### src/rtl/mem_port_arbiter_pkg.sv
// Shared types for the IF/MEM memory port arbiter: FSM state, latched request
// record and small helpers used by the arbitration logic.
package mem_port_arbiter_pkg;

    localparam int unsigned LC3B_WORD_W = 16;
    localparam int unsigned BE_W        = 2;
    localparam int unsigned STREAK_W    = 4;

    typedef logic [LC3B_WORD_W-1:0] lc3b_word;
    typedef logic [BE_W-1:0]        lc3b_be;
    typedef logic [STREAK_W-1:0]    streak_t;

    typedef enum logic [1:0] {
        IDLE      = 2'd0,
        SERVE_IF  = 2'd1,
        SERVE_MEM = 2'd2
    } arb_state_t;

    typedef struct packed {
        lc3b_word addr;
        lc3b_word wdata;
        lc3b_be   byte_enable;
        logic     read;
        logic     write;
    } lc3b_mem_req;

    localparam lc3b_mem_req REQ_CLEAR = '0;

    // A simultaneous read+write from MEM is illegal; the write is kept.
    function automatic lc3b_mem_req make_mem_req(input lc3b_word addr,
                                                 input lc3b_word wdata,
                                                 input lc3b_be   byte_enable,
                                                 input logic     read,
                                                 input logic     write);
        lc3b_mem_req r;
        r.addr        = addr;
        r.wdata       = wdata;
        r.byte_enable = byte_enable;
        r.read        = read & ~write;
        r.write       = write;
        return r;
    endfunction

    function automatic lc3b_mem_req make_if_req(input lc3b_word addr,
                                                input lc3b_be   byte_enable);
        lc3b_mem_req r;
        r.addr        = addr;
        r.wdata       = '0;
        r.byte_enable = byte_enable;
        r.read        = 1'b1;
        r.write       = 1'b0;
        return r;
    endfunction

    function automatic streak_t streak_inc(input streak_t cur, input streak_t max);
        return (cur >= max) ? max : cur + streak_t'(1);
    endfunction

endpackage

### src/rtl/arb_req_latch.sv
// Load-enabled holding register for the granted memory request; the
// downstream port is driven only from this copy while a transaction runs.
module arb_req_latch
    import mem_port_arbiter_pkg::*;
(
    input  logic        clk,
    input  logic        reset,
    input  logic        load,
    input  lc3b_mem_req d,
    output lc3b_mem_req q
);

    lc3b_mem_req req_q;

    always_ff @(posedge clk) begin
        if (reset) begin
            req_q <= REQ_CLEAR;
        end else if (load) begin
            req_q <= d;
        end
    end

    assign q = req_q;

endmodule

### src/rtl/mem_port_arbiter.sv
// Merges the pipeline IF and MEM memory ports onto a single downstream port.
// MEM has priority; a saturating streak counter forces IF through eventually.
module mem_port_arbiter
    import mem_port_arbiter_pkg::*;
#(
    parameter int unsigned MAX_MEM_STREAK = 4,
    parameter int unsigned ADDR_W         = 16,
    parameter int unsigned DATA_W         = 16
) (
    input  logic              clk,
    input  logic              reset,

    input  logic [ADDR_W-1:0] if_memaddr,
    input  logic              if_memread,
    input  logic [1:0]        if_mem_byte_enable,
    output logic              if_mem_resp,
    output logic [DATA_W-1:0] if_mem_rdata,

    input  logic [ADDR_W-1:0] mem_memaddr,
    input  logic              mem_memread,
    input  logic              mem_memwrite,
    input  logic [DATA_W-1:0] mem_mem_wdata,
    input  logic [1:0]        mem_mem_byte_enable,
    output logic              mem_mem_resp,
    output logic [DATA_W-1:0] mem_mem_rdata,

    output logic [ADDR_W-1:0] pmem_address,
    output logic              pmem_read,
    output logic              pmem_write,
    output logic [DATA_W-1:0] pmem_wdata,
    output logic [1:0]        pmem_byte_enable,
    input  logic              pmem_resp,
    input  logic [DATA_W-1:0] pmem_rdata
);

    localparam streak_t STREAK_MAX = STREAK_W'(MAX_MEM_STREAK);

    arb_state_t  state_q;
    streak_t     streak_q;
    lc3b_mem_req req_d;
    lc3b_mem_req req_q;

    logic mem_req;
    logic if_req;
    logic grant_mem;
    logic grant_if;
    logic serving;
    logic resp_if;
    logic resp_mem;

    assign mem_req = mem_memread | mem_memwrite;
    assign if_req  = if_memread;

    always_comb begin
        grant_mem = 1'b0;
        grant_if  = 1'b0;
        if (state_q == IDLE) begin
            if (mem_req && (!if_req || (streak_q < STREAK_MAX))) begin
                grant_mem = 1'b1;
            end else if (if_req) begin
                grant_if = 1'b1;
            end
        end
    end

    always_comb begin
        req_d = REQ_CLEAR;
        if (grant_mem) begin
            req_d = make_mem_req(mem_memaddr, mem_mem_wdata, mem_mem_byte_enable,
                                 mem_memread, mem_memwrite);
        end else if (grant_if) begin
            req_d = make_if_req(if_memaddr, if_mem_byte_enable);
        end
    end

    arb_req_latch u_req_latch (
        .clk   (clk),
        .reset (reset),
        .load  (grant_mem | grant_if),
        .d     (req_d),
        .q     (req_q)
    );

    always_ff @(posedge clk) begin
        if (reset) begin
            state_q  <= IDLE;
            streak_q <= '0;
        end else begin
            unique case (state_q)
                IDLE: begin
                    if (grant_mem) begin
                        state_q  <= SERVE_MEM;
                        streak_q <= if_req ? streak_inc(streak_q, STREAK_MAX) : '0;
                    end else if (grant_if) begin
                        state_q  <= SERVE_IF;
                        streak_q <= '0;
                    end else begin
                        // No grant means no IF request is pending either.
                        streak_q <= '0;
                    end
                end
                SERVE_IF, SERVE_MEM: begin
                    if (pmem_resp) begin
                        state_q <= IDLE;
                    end
                end
                default: begin
                    state_q <= IDLE;
                end
            endcase
        end
    end

    assign serving = (state_q == SERVE_IF) || (state_q == SERVE_MEM);

    assign pmem_address     = req_q.addr;
    assign pmem_wdata       = req_q.wdata;
    assign pmem_byte_enable = req_q.byte_enable;
    assign pmem_read        = serving & req_q.read;
    assign pmem_write       = serving & req_q.write;

    // Gated by reset so an in-flight completion is dropped, not delivered.
    assign resp_if  = (state_q == SERVE_IF)  & pmem_resp & ~reset;
    assign resp_mem = (state_q == SERVE_MEM) & pmem_resp & ~reset;

    assign if_mem_resp   = resp_if;
    assign mem_mem_resp  = resp_mem;
    assign if_mem_rdata  = resp_if  ? pmem_rdata : '0;
    assign mem_mem_rdata = resp_mem ? pmem_rdata : '0;

endmodule
### config.mk
export PLATFORM = sky130hd
export DESIGN_NAME = mem_port_arbiter
export DESIGN_NICKNAME = d
export VERILOG_FILES = /design/src/rtl/mem_port_arbiter_pkg.sv /design/src/rtl/arb_req_latch.sv /design/src/rtl/mem_port_arbiter.sv
export SDC_FILE = /design/constraint.sdc
export NUM_CORES = 1
export LEC_CHECK = 0
export ABC_CLOCK_PERIOD_IN_PS = 2600
export BUFFER_PORTS_ARGS = -buffer_cell sky130_fd_sc_hd__buf_2
export CORE_UTILIZATION = 42
export CTS_BUF_LIST = sky130_fd_sc_hd__clkbuf_16
export DETAILED_ROUTE_END_ITERATION = 10
export PLACE_DENSITY = 0.8
export SLEW_MARGIN = 20
export SYNTH_ARGS = -nofsm -noshare
export SYNTH_HDL_FRONTEND = slang
export SYNTH_HIERARCHICAL = 1
export SYNTH_SLANG_ARGS = --single-unit
### constraint.sdc
create_clock -name clk -period 2.6 [get_ports clk]
set_clock_uncertainty 0.15 [all_clocks]
set_input_delay 0 -clock clk [delete_from_list [all_inputs] [get_ports clk]]
set_output_delay 0 -clock clk [all_outputs]
set_load 0.005 [all_outputs]
==> flow_metrics.py <==
metrics = {
    "drt": {
        "dr.pass1.iters": 4,
        "num_vias": 2408,
        "drtAntennaViolNets": 0,
        "wirelength_um": 6790,
        "drt_iter0_markers": 46,
        "viasPerCell": 4.79,
        "drc": 0,
        "wl_per_cell_um": 13.5,
    },
    "global_routing": {
        "grt_usage": 0.231,
        "overflow": 0,
        "grt_max_degree": 41,
        "grt_pass1_vias": 2119,
        "grt_pass1_wl_um": 9690,
        "antenna_found_initial": 0,
    },
    "yosys": {
        "synthTopCellsByArea": "dfxtp_1, mux2i_1, and2_1",
        "synth_warnings": 6,
        "yosys.area_share.simple": 0.254,
        "yosysTopAreaCell": "dfxtp_1",
        "synth_xor_area_frac": 0,
        "synth.top_cell.area_share": 0.380,
        "synth_fa_ha_area_frac": 0.0226,
        "synthMuxAreaShare": 0.163,
        "synth-async-reset-ratio": 0,
        "synth_cells": 239,
        "synth_compound_area_frac": 0.104,
        "synth_top_family_by_area": "simple AND/OR/NAND/NOR gates",
        "synthTopCellsByCount": "and2_1, dfxtp_1, nor2_1",
        "ys.flop_type": "dfxtp_1",
        "synth_seq_cells": 42,
        "synth_edf_count": 0,
        "synthDistinctLibCells": 27,
        "syn_nets": 317,
        "yosys.cell_count.top_type": "and2_1",
        "synth_area_um2": 2210,
        "syn_avg_cell_area_um2": 9.26,
        "yosysSeqAreaShare": 0.380,
    },
    "timing": {
        "rsz0062_at_grt": "no",
        "slew_viol_final": 0,
        "fmax_ghz": 0.424,
        "maxSlewHeadroom": 0.595,
        "finalCriticalPeriod_ps": 2360,
        "finalSetupTns_ps": 0,
        "post-route-period-util": 0.908,
        "finalSetupViolCount": 0,
        "final_hold_viol_count": 0,
        "worst_pin_slew_ps": 607,
    },
    "cells_and_area": {
        "drive_above_1_share": 0.370,
        "stdcell_count": 503,
        "regArea_um2": 841,
        "multiInputGateArea_um2": 1220,
        "finalNetCount": 510,
        "area_growth_pct": 65.0,
        "n_fill_cell": 353,
        "diodes": 0,
    },
    "placed_design": {
        "port_buffers": 143,
        "place_congestion": 0.728,
        "dpl.hpwl_um": 3790,
        "dp_cells": 437,
    },
    "clocking": {
        "root_buffer": "clkbuf_16",
        "clock_path_buffers": 2,
        "clk_latency_ps": 280,
        "clk_pin_slew_ps": 60,
        "cts_setup_buffers": 0,
        "cts_sinks": 42,
        "numCtsBuffers": 5,
        "cts_tree": "built",
        "htree_num_levels": 2,
    },
    "setup_path": {
        "worstSetupPathType": "flop to flop",
        "r2r_start": "state_q[0]",
        "critical_path.most_common_cell": "dlygate4sd3_1",
        "endpoint": "state_q[0]",
        "critical-path-top-delay-family": "buffers and inverters",
        "cpPeakStageDelay_ps": 600,
        "path_buf_inv": 3,
        "cp.depth": 7,
        "timing.rr.end": "state_q[0]",
        "rr_worst_depth": 7,
        "crit_path_top_delay_cell": "dlygate4sd3_1",
        "arrival_ps": 2420,
        "crit_required_ps": 2660,
        "start_kind": "flop",
        "r2r_slack_ps": 240,
        "startpoint": "state_q[0]",
        "cp-end-kind": "flop",
        "cp_cell_sequence": "inv_1 > ha_2 > nor4b_2 > dlygate4sd3_1 > nor2_1 > dlygate4sd3_1 > o2bb2ai_1",
        "path_max_fanout": 7,
    },
    "die": {
        "dieHeight_um": 74.6,
        "die_area_um2": 5560,
        "start_util": 0.436,
        "coreArea_um2": 5070,
        "num_rows": 26,
        "io_pins": 144,
        "die_w_um": 74.6,
    },
    "power": {
        "powerDensity_nw_per_um2": 530,
        "p_leak_nw": 2.00,
        "vdd.ir_drop.worst_uv": 369,
    },
    "run_status": {
        "status": "completed",
    },
    "run": {
        "cap_violations": 0,
    },
    "hold_path": {
        "worstHoldPathType": "primary input to flop",
    },
}
## placed cells by master, fill, tap and decap left out, types with 2 or more instances in the layout
cell	Yosys	final
a21oi_1	3	2
a32o_1	2	2
nand2_1	3	3
and3_1	6	6
dlygate4sd3_1	0	58
mux2i_1	36	36
buf_2	7	143
buf_4	0	2
and2_1	50	50
nor2_1	39	39
dfxtp_1	42	42
ha_1	4	3
inv_1	6	7
a22o_1	18	18
clkbuf_16	0	5
or2_4	1	2
## metal layers
layer	routed length, µm	global-route usage	share of wire	up-vias
li1	-	-	-	1191
met1	2690	0.252	0.40	1089
met2	3480	0.424	0.51	116
met3	500	0.0664	0.074	12
met4	128	0.0839	0.019	0
met5	0	0	0	-
## where the power goes
group	leakage, nW	internal, W	switching (W)	total, W
combinational	1.58	0.000290	0.000226	0.000516
clock	0.0812	0.000449	0.000243	0.000692
sequential	0.344	0.000698	0.0000285	0.000726
total	2.00	0.00144	0.000497	0.00193
## state kept, by name, indices dropped and copies added (netlist names)
signal	flops
u_req_latch/q	36
state_q	2
streak_q	4
## layout make-up
class,count,area share
Multi-Input combinational cell,174,0.335
Tap cell,70,0.0240
Clock inverter,3,0.0113
Inverter,6,0.00617
Clock buffer,5,0.0343
Sequential cell,42,0.230
Timing Repair Buffer,203,0.359
## what timing repair did
| item | in CTS | in global routing |
|---|---|---|
| hold buffers | 58 | 0 |
| resized for setup | 0 | 3 |
| setup endpoints to repair | 0 | 5 |
| hold endpoints to repair | 39 | 0 |
## worst register-to-register path: stages, from the launching register on
cell and delay (ps):
dfxtp_1 320, inv_1 80, ha_2 230, nor4b_2 210
dlygate4sd3_1 600, nor2_1 40, dlygate4sd3_1 550, o2bb2ai_1 110
## worst min-delay path by stage
stage / depth (start not counted) / end / start
final: 5 / u_req_latch/q[1] / mem_memwrite
after global routing: 4 / u_req_latch/q[0] / mem_memwrite
after CTS: 4 / u_req_latch/q[0] / mem_memwrite
after detailed placement: 3 / if_mem_rdata[2] / pmem_rdata[2]
after global placement: 3 / if_mem_rdata[9] / pmem_rdata[9]
after floorplan: 1 / state_q[1] / reset
## stage by stage
stage	util	area, µm²	setup slack, ps	hold slack (ps)	total power [W]
finish	0.719	3650	240	49.1	0.00193
global route	0.719	3650	17.5	79.9	0.00203
CTS	0.717	3640	145	9.96	0.00193
detailed placement	0.570	2890	221	128	0.00114
global placement	0.570	2890	274	125	0.00113
floorplan	-	2210	652	-80.9	0.00103
## logic make-up (layout without fill, tap and decap cells)
group,after synthesis,count (layout)
adders and majority gates,4,4
DFF,42,42
muxes,36,36
AOI/OAI and AO/OA,28,28
buffers and inverters,24,217
and+or+nand+nor,105,106
(Power assumes the default switching activity.)
